**src/rtl/vga_scan_ctrl.sv**
```systemverilog
// VGA raster scan controller: h/v timing, one-ahead frame-buffer addressing,
// and a two-stage registered pipeline driving hsync/vsync/de/pixel/frame_start.
module vga_scan_ctrl #(
    parameter int H_ACTIVE        = 640,
    parameter int H_FP            = 16,
    parameter int H_SYNC          = 96,
    parameter int H_BP            = 48,
    parameter int V_ACTIVE        = 480,
    parameter int V_FP            = 10,
    parameter int V_SYNC          = 2,
    parameter int V_BP            = 33,
    parameter int PIXEL_DEPTH     = 8,
    parameter int SYNC_ACTIVE_LOW = 1,
    localparam int PIXEL_ADDR_WIDTH = $clog2(H_ACTIVE * V_ACTIVE)
) (
    input  logic                        pxclk,
    input  logic                        rst,
    input  logic                        en,
    output logic [PIXEL_ADDR_WIDTH-1:0] px_addr,
    input  logic [PIXEL_DEPTH-1:0]      px_data,
    output logic                        hsync,
    output logic                        vsync,
    output logic                        de,
    output logic [PIXEL_DEPTH-1:0]      pixel,
    output logic                        frame_start
);

    localparam int H_TOTAL = H_ACTIVE + H_FP + H_SYNC + H_BP;
    localparam int V_TOTAL = V_ACTIVE + V_FP + V_SYNC + V_BP;
    localparam int HW      = $clog2(H_TOTAL);
    localparam int VW      = $clog2(V_TOTAL);
    localparam int AW      = PIXEL_ADDR_WIDTH;

    localparam logic [HW-1:0] H_LAST       = HW'(H_TOTAL - 1);
    localparam logic [HW-1:0] H_ACT        = HW'(H_ACTIVE);
    localparam logic [HW-1:0] H_ACT_LAST   = HW'(H_ACTIVE - 1);
    localparam logic [HW-1:0] H_SYNC_BEGIN = HW'(H_ACTIVE + H_FP);
    localparam logic [HW-1:0] H_SYNC_END   = HW'(H_ACTIVE + H_FP + H_SYNC);
    localparam logic [VW-1:0] V_LAST       = VW'(V_TOTAL - 1);
    localparam logic [VW-1:0] V_ACT        = VW'(V_ACTIVE);
    localparam logic [VW-1:0] V_ACT_LAST   = VW'(V_ACTIVE - 1);
    localparam logic [VW-1:0] V_SYNC_BEGIN = VW'(V_ACTIVE + V_FP);
    localparam logic [VW-1:0] V_SYNC_END   = VW'(V_ACTIVE + V_FP + V_SYNC);

    // Idle (non-pulse) level of hsync/vsync.
    localparam logic SYNC_IDLE = (SYNC_ACTIVE_LOW != 0);

    // Stage 0: raster counters and frame-buffer address
    logic [HW-1:0] h_cnt_q, h_cnt_d;
    logic [VW-1:0] v_cnt_q, v_cnt_d;
    logic [AW-1:0] addr_cnt_q, addr_cnt_d;
    logic          active0, hs0, vs0, first0, last0;

    // Stage 1: decoded timing
    logic active1_q, active1_d;
    logic hs1_q, hs1_d;
    logic vs1_q, vs1_d;
    logic first1_q, first1_d;

    // Stage 2: pins
    logic                   de_q, de_d;
    logic [PIXEL_DEPTH-1:0] pixel_q, pixel_d;
    logic                   hsync_q, hsync_d;
    logic                   vsync_q, vsync_d;
    logic                   frame_start_q, frame_start_d;

    always_comb begin
        active0 = (h_cnt_q < H_ACT) && (v_cnt_q < V_ACT);
        hs0     = (h_cnt_q >= H_SYNC_BEGIN) && (h_cnt_q < H_SYNC_END);
        vs0     = (v_cnt_q >= V_SYNC_BEGIN) && (v_cnt_q < V_SYNC_END);
        first0  = (h_cnt_q == '0) && (v_cnt_q == '0);
        last0   = (h_cnt_q == H_ACT_LAST) && (v_cnt_q == V_ACT_LAST);
    end

    always_comb begin
        // NOTE: every _d gets a value on every path so no latch is inferred.
        h_cnt_d       = '0;
        v_cnt_d       = '0;
        addr_cnt_d    = '0;
        active1_d     = 1'b0;
        hs1_d         = 1'b0;
        vs1_d         = 1'b0;
        first1_d      = 1'b0;
        de_d          = 1'b0;
        pixel_d       = '0;
        hsync_d       = SYNC_IDLE;
        vsync_d       = SYNC_IDLE;
        frame_start_d = 1'b0;

        // Scan disabled leaves everything at its reset value, so re-enabling
        // always restarts cleanly at pixel (0,0) with an empty pipeline.
        if (en) begin
            if (h_cnt_q == H_LAST) begin
                h_cnt_d = '0;
                v_cnt_d = (v_cnt_q == V_LAST) ? '0 : v_cnt_q + VW'(1);
            end else begin
                h_cnt_d = h_cnt_q + HW'(1);
                v_cnt_d = v_cnt_q;
            end

            // Blanking holds the address, which already points at the next
            // visible pixel, so no multiply is needed at line starts.
            if (last0) begin
                addr_cnt_d = '0;
            end else if (active0) begin
                addr_cnt_d = addr_cnt_q + AW'(1);
            end else begin
                addr_cnt_d = addr_cnt_q;
            end

            active1_d = active0;
            hs1_d     = hs0;
            vs1_d     = vs0;
            first1_d  = first0;

            // px_data now belongs to the pixel held in stage 1.
            de_d          = active1_q;
            pixel_d       = active1_q ? px_data : '0;
            hsync_d       = hs1_q ^ SYNC_IDLE;
            vsync_d       = vs1_q ^ SYNC_IDLE;
            frame_start_d = first1_q;
        end
    end

    always_ff @(posedge pxclk) begin
        // NOTE: sequential state uses non-blocking assignments only.
        if (rst) begin
            h_cnt_q       <= '0;
            v_cnt_q       <= '0;
            addr_cnt_q    <= '0;
            active1_q     <= 1'b0;
            hs1_q         <= 1'b0;
            vs1_q         <= 1'b0;
            first1_q      <= 1'b0;
            de_q          <= 1'b0;
            pixel_q       <= '0;
            hsync_q       <= SYNC_IDLE;
            vsync_q       <= SYNC_IDLE;
            frame_start_q <= 1'b0;
        end else begin
            h_cnt_q       <= h_cnt_d;
            v_cnt_q       <= v_cnt_d;
            addr_cnt_q    <= addr_cnt_d;
            active1_q     <= active1_d;
            hs1_q         <= hs1_d;
            vs1_q         <= vs1_d;
            first1_q      <= first1_d;
            de_q          <= de_d;
            pixel_q       <= pixel_d;
            hsync_q       <= hsync_d;
            vsync_q       <= vsync_d;
            frame_start_q <= frame_start_d;
        end
    end

    assign px_addr     = addr_cnt_q;
    assign de          = de_q;
    assign pixel       = pixel_q;
    assign hsync       = hsync_q;
    assign vsync       = vsync_q;
    assign frame_start = frame_start_q;

endmodule
```
**config.mk**
```make
export PLATFORM = sky130hd
export DESIGN_NAME = vga_scan_ctrl
export DESIGN_NICKNAME = d
export VERILOG_FILES = /design/src/rtl/vga_scan_ctrl.sv
export SDC_FILE = /design/constraint.sdc
export NUM_CORES = 1
export LEC_CHECK = 0
export ABC_AREA = 1
export CELL_PAD_IN_SITES_DETAIL_PLACEMENT = 1
export CELL_PAD_IN_SITES_GLOBAL_PLACEMENT = 2
export CORE_MARGIN = 2
export CORE_UTILIZATION = 26
export DETAILED_ROUTE_END_ITERATION = 8
export HOLD_SLACK_MARGIN = 0.12
export PLACE_DENSITY = 0.77
export SETUP_SLACK_MARGIN = 0.05
export SKIP_CTS_REPAIR_TIMING = 1
export SKIP_LAST_GASP = 1
export SYNTH_ARGS = -nofsm -noshare
export SYNTH_HDL_FRONTEND = slang
export SYNTH_SLANG_ARGS = --single-unit
```
**constraint.sdc**
```tcl
create_clock -name pxclk -period 1.6 [get_ports pxclk]
set_clock_uncertainty 0.05 [all_clocks]
set_input_delay 0.32 -clock pxclk [delete_from_list [all_inputs] [get_ports pxclk]]
set_output_delay 0.32 -clock pxclk [all_outputs]
set_load 0.02 [all_outputs]
```
==> flow_summary_export.csv, run 1 <==
group,metric,value,unit
synth,syn_avg_cell_area,6.67,um^2
timing,max-slew-margin-rel,79.8,%
critical_path,cp-end-kind,"flop",
critical_path,crit_required,1.81,ns
pwr,vdd_drop_max,316,uV
timing,hold_viol,0,
timing,tightest_slew,0.302,ns
timing,finalCritPeriodShare,92.0,%
timing,final.setup.tns,0,ns
critical_path,critical_path_buf_inv_count,3,
grt,grt_pass1_vias,2884,
timing,setup_viol,0,
floorplan,core,0.0104,mm^2
timing,rsz0062_at_grt,"yes",
synth,ys_seq_area_share,39.6,%
critical_path,max_stage_delay,0.37,ns
cells_and_area,drive_gt1_share,18.6,%
placement,post-place-ws,-0.168,ns
critical_path,cp_slowest_cell,"dfxtp_2",
synth,yosysWarnings,0,
timing,layout_setup_ws,0.127,ns
floorplan,die_h,107,um
synth,synth_area,0.00278,mm^2
floorplan,num_rows,37,
synth,synth_nets,433,
cts,cts_tree,"done",
drt,viasPerCell,4.42,
grt,overflow,0,
critical_path,cp_cell_sequence,"ha_4, nand2_4, nor2_4, buf_6, nand2_4, nor2_4, buf_12, nand3_2, nand2_1, inv_1, nor2_1",
drt,vias,2815,
floorplan,num_io_pins,42,
pwr,powerDensity,591,mW/mm^2
outcome,outcome,"finished clean",
cts,clk_path_buf_depth,2,
grt,grt_first_pass_wirelength,13.2,mm
drt,wl_per_cell,12.7,um
critical_path,cp_top_family,"simple AND/OR/NAND/NOR gates",
cells_and_area,area_growth,42.9,%
grt,antenna_found_initial,0,
placement,dp_hpwl,6.00,mm
cts,clkTransAtPathRegs,0.11,ns
timing,fmax,679,MHz
drt,drtIter0Drc,110,
critical_path,crit_type,"reg -> reg",
critical_path,worstPathMaxFanout,7,
grt,grtUsageTotal,14.1,%
cells_and_area,antenna_cells,0,
drt,drc,0,
flow_run,maxCapViolCount,0,
critical_path,startpoint_type,"flop",
synth,ys_types,26,
placement,io_buffers,41,
drt,drtAntennaViolNets,0,
cells_and_area,fin_cells,637,
critical_path,cp_data_arrival_time,1.68,ns
drt,wl,8.07,mm
hold_path,hold_class,"reg -> reg",
timing,drv_slew,0,
cts,ctsHtreeMaxLevel,2,
floorplan,start_util,26.8,%
floorplan,dieArea,0.0115,mm^2
placement,place.gp.congestion,0.768,
floorplan,die_x,107,um
drt,dr.pass1.iters,4,
pwr,cellLeakagePower,2.20,nW
cells_and_area,final_nets,516,
timing,finalCriticalPeriod,1.47,ns
cts,cts_root_buffer,"clkbuf_8",
cts,cts_sinks,55,
cts,clk_latency,0.31,ns
placement,placedCellCount,621,
synth,synth-seq-cells,55,
cells_and_area,nFillCells,1298,
synth,synthCells,417,
grt,grt_start_max_net_pins,18,
cts,cts_made_buffers,5,
per-stage QoR:
step / area, um^2 / power, mW / util (%) / hold slack, ns
after detailed placement: 3570 / 1.55 / 34.5 / 0.308
after CTS: 3660 / 2.39 / 35.3 / 0.334
after floorplan: 2780 / 1.48 / - / 0.301
after global placement: 3570 / 1.55 / 34.5 / 0.321
final: 3970 / 2.35 / 38.3 / 0.332
after global routing: 3970 / 2.45 / 38.3 / 0.349
cells in the final DEF, fill, tap and decap left out, drive strengths merged:
| cell type | count |
|---|---|
| a21o | 1 |
| a21oi | 18 |
| buf | 41 |
| clkbuf | 5 |
| clkdlybuf4s50 | 10 |
| clkinv | 2 |
| dfxtp | 55 |
| dlymetal6s2s | 31 |
| ha | 5 |
| inv | 74 |
| nand2 | 119 |
| nand3 | 31 |
| nand3b | 1 |
| nand4 | 19 |
| nor2 | 66 |
| nor3 | 7 |
| nor4 | 2 |
| o21ai | 5 |
| o21bai | 1 |
| o22ai | 1 |
| xnor2 | 1 |
| xor2 | 6 |
cells by family (layout without fill, tap and decap cells):
| group | after synthesis | count (layout) | synth area share [%] |
|---|---|---|---|
| AO/OA/AOI/OAI | 26 | 26 | 5.13 |
| AND/OR/NAND/NOR | 245 | 245 | 39.2 |
| adder cells (fa/ha/maj) | 5 | 5 | 2.25 |
| XOR/XNOR | 7 | 7 | 2.21 |
| flip-flops | 55 | 55 | 39.6 |
| buffers and inverters | 79 | 163 | 11.6 |
registers in the layout (all words and copies together) (netlist names):
name	flops
vs1_q	1
px_addr	19
h_cnt_q	10
hsync	1
active1_q	1
de	1
pixel	8
vsync	1
first1_q	1
frame_start	1
hs1_q	1
v_cnt_q	10
synthesized netlist by cell type:
cell	n	area share [%]
nand3_1	31	5.6
o21ai_0	4	0.72
inv_2	1	0.13
nand2_2	3	0.68
inv_1	72	9.7
nor2_2	6	1.4
nand4_1	19	4.3
xnor2_1	1	0.32
nor3_1	7	1.3
nand2_1	115	16
nor4_1	2	0.45
buf_2	2	0.36
o21bai_1	1	0.27
nand3b_1	1	0.27
xor2_1	6	1.9
nor2_4	5	2.0
buf_6	2	0.81
buf_4	2	0.54
nor2_1	55	7.4
nand2_4	1	0.41
dfxtp_1	55	40
ha_1	5	2.3
o21ai_1	1	0.18
o22ai_2	1	0.45
a21oi_1	18	3.2
a21o_1	1	0.27
report_power, final:
part | leakage (nW) | switching (mW) | internal, mW | total (mW)
combinational | 1.70 | 0.0745 | 0.0722 | 0.147
clock | 0.0483 | 0.504 | 0.311 | 0.815
sequential | 0.451 | 0.00669 | 1.38 | 1.39
cell type report:
cell class                      count  area, um^2  area share [%]
Sequential cell                    55        1120            28.1
Tap cell                          136         170            4.28
Inverter                           73         274            6.90
Multi-Input combinational cell    283        1480            37.2
Clock inverter                      3        18.8           0.472
Clock buffer                        5        68.8            1.73
Timing Repair Buffer               82         847            21.3
final timing paths:
kind	slack, ns	end	cells past startpoint	from
setup reg to reg	0.13	v_cnt_q[9]$_SDFFE_PP0N_	11	h_cnt_q[1]$_SDFF_PP0_
hold / removal	0.33	vsync$_SDFF_PP1_	1	vs1_q$_SDFF_PP0_
setup / recovery	0.13	v_cnt_q[9]$_SDFFE_PP0N_	11	h_cnt_q[1]$_SDFF_PP0_
hold reg to reg	0.33	vsync$_SDFF_PP1_	1	vs1_q$_SDFF_PP0_
per-layer routing:
metal | global-route usage (%) | part of all wire [%]
met1 | 18.5 | 50
met2 | 24.2 | 46
met3 | 2.30 | 2.7
met4 | 3.02 | 0.67
met5 | 0 | 0
No activity file was read; power rests on OpenSTA's default activity.
==> run 2: changes to the inputs <==
CTS_CLUSTER_SIZE = 14   (was not set)
==> results of run 2 <==
Final layout, timing and power as in run 1 (identical DEF).
==> RTL edit: new RTL, config.mk and constraints of run 2 <==
Register the inputs `en` and `px_data` before use. The logic sees them one clock later.
--- a/src/rtl/vga_scan_ctrl.sv
+++ b/src/rtl/vga_scan_ctrl.sv
@@ -45,6 +45,14 @@
     // Idle (non-pulse) level of hsync/vsync.
     localparam logic SYNC_IDLE = (SYNC_ACTIVE_LOW != 0);
 
+    logic en_q;
+    logic [PIXEL_DEPTH-1:0] px_data_q;
+
+    always_ff @(posedge pxclk) begin
+        en_q      <= en;
+        px_data_q <= px_data;
+    end
+
     // Stage 0: raster counters and frame-buffer address
     logic [HW-1:0] h_cnt_q, h_cnt_d;
     logic [VW-1:0] v_cnt_q, v_cnt_d;
@@ -89,7 +97,7 @@
 
         // Scan disabled leaves everything at its reset value, so re-enabling
         // always restarts cleanly at pixel (0,0) with an empty pipeline.
-        if (en) begin
+        if (en_q) begin
             if (h_cnt_q == H_LAST) begin
                 h_cnt_d = '0;
                 v_cnt_d = (v_cnt_q == V_LAST) ? '0 : v_cnt_q + VW'(1);
@@ -115,7 +123,7 @@
 
             // px_data now belongs to the pixel held in stage 1.
             de_d          = active1_q;
-            pixel_d       = active1_q ? px_data : '0;
+            pixel_d       = active1_q ? px_data_q : '0;
             hsync_d       = hs1_q ^ SYNC_IDLE;
             vsync_d       = vs1_q ^ SYNC_IDLE;
             frame_start_d = first1_q;
Check against the original RTL: not equivalent (a bounded check fails within 4 cycles, from zero or initial values).
==> RTL edit against run 2 <==
  * Power up 59%
  * Cell count grew 2.0%
  * Setup slack better by 36 ps
  * Synthesized area rose by 7.2%
  * Count of clock-buffer cells in the layout rose by 6
  * Sequential cell count up 9
  * Cell area grew 8.3%
  * Wire length is 3.8% higher
  * Fmax up 2.5%
==> RTL edit: results (changes against run 2) <==
stage	metric	value	unit	change
outcome	status	complete, no violations		
routing	vias	2916		+3.6%
cts	cts_max_level	3		+1
grt	track_usage	14.1	%	about the same
finish	fin_nets	518		+0.39%
grt	grt_pass1_vias	2989		+3.6%
cts	root_buffer	clkbuf_16		
pwr	power_leakage	2.33	nW	+5.9%
yosys	synth.net_count	432		-0.23%
routing	post_drt_wl_per_cell	12.9	um	+1.7%
yosys	synth_common_cells	99 x nand2_1, 70 x inv_1, 64 x dfxtp_1		
routing	first_pass_iters	4		unchanged
routing	drtIter0Drc	110		unchanged
placed_design	hpwl	5.91	mm	-1.4%
worst_setup_path	cp_max_fo	8		+1
cts	cts_inserted_buffers	9		+4
yosys	yosys-top-cells-area	dfxtp_1 43%, nand2_1 12%, inv_1 8.8%, nor2_1 6.9%, nand3_1 4.9%		
finish	finalNonFillerCells	650		+2.0%
pwr	ir_worst_vdd	0.651	mV	+110%
finish	largest_reg_flops	19		unchanged
timing	relSlewSlack	77.1	%	-2.7 points
finish	drive_above_1_share	17.9	%	-0.61 points
grt	grt_first_pass_wirelength	13.9	mm	+4.9%
grt	grt_max_degree	31		+13
worst_setup_path	crit_arrival	1620	ps	-60 ps
placed_design	dp_cells	631		+1.6%
placed_design	place_congestion	0.749		-2.6%
worst_setup_path	slowest_delay	340	ps	-30 ps
placed_design	placed_area	3830	um^2	+7.2%
cts	path_clk_slew	50	ps	-60 ps
yosys	seq_area_frac_synth	43.0	%	+3.4 points
yosys	postSynthCellCount	416		-0.24%
worst_setup_path	crit_slowest_cell	dfxtp_1		
cts	clk_latency	340	ps	+30 ps
yosys	ys_types	29		+12%
placed_design	pre_cts_ws	-54.5	ps	+113 ps
## RTL edit: worst paths after layout
path / slack (ps) / from / endpoint / cells after the start
setup / recovery: 160 / h_cnt_q[0] / v_cnt_q[4] / 8
setup reg to reg: 160 / h_cnt_q[0] / v_cnt_q[4] / 8
hold reg to reg: 320 / hs1_q / hsync / 1
hold / removal: 320 / hs1_q / hsync / 1
## RTL edit: layout make-up
cell class                 instances  area (um^2)
fill                            1400         7020
multi-input combinational        276         1470
sequential                        64         1290
timing repair buffer              78          791
inverter                          73          277
clock buffer                      11          243
tap                              143          179
clock inverter                     5         56.3
## RTL edit: worst reg2reg max path, stage by stage, from the launching register on
cell     delay [ps]
dfxtp_1         340
ha_2            220
nand3_4         120
nor2_4          130
nand2_4         100
inv_4           120
nand3_1         100
nor2_1          110
nor2_1           50
## RTL edit: kinds of logic (layout without fill, tap and decap cells)
| family | count (synthesis) | in the layout | share of synthesized area [%] |
|---|---|---|---|
| AOI/OAI and AO/OA | 26 | 26 | 5.04 |
| xor gates and xnor gates | 6 | 6 | 1.76 |
| adders and majority gates | 5 | 5 | 2.10 |
| buffers and inverters | 78 | 167 | 10.4 |
| DFF | 64 | 64 | 43.0 |
| and+or+nand+nor | 237 | 239 | 37.7 |
## RTL edit: power breakdown
part	switching (mW)	total [mW]	internal (mW)
registers	0.00979	1.63	1.62
clock network	0.726	1.97	1.24
logic	0.0718	0.142	0.0702
## RTL edit: layer usage
| metal | global-route usage [%] | routed length (um) | up-vias |
|---|---|---|---|
| li1 | - | - | 1480 |
| met1 | 15.9 | 3660 | 1395 |
| met2 | 24.9 | 4260 | 30 |
| met3 | 4.92 | 307 | 11 |
| met4 | 4.20 | 145 | 0 |
| met5 | 0 | 0 | - |
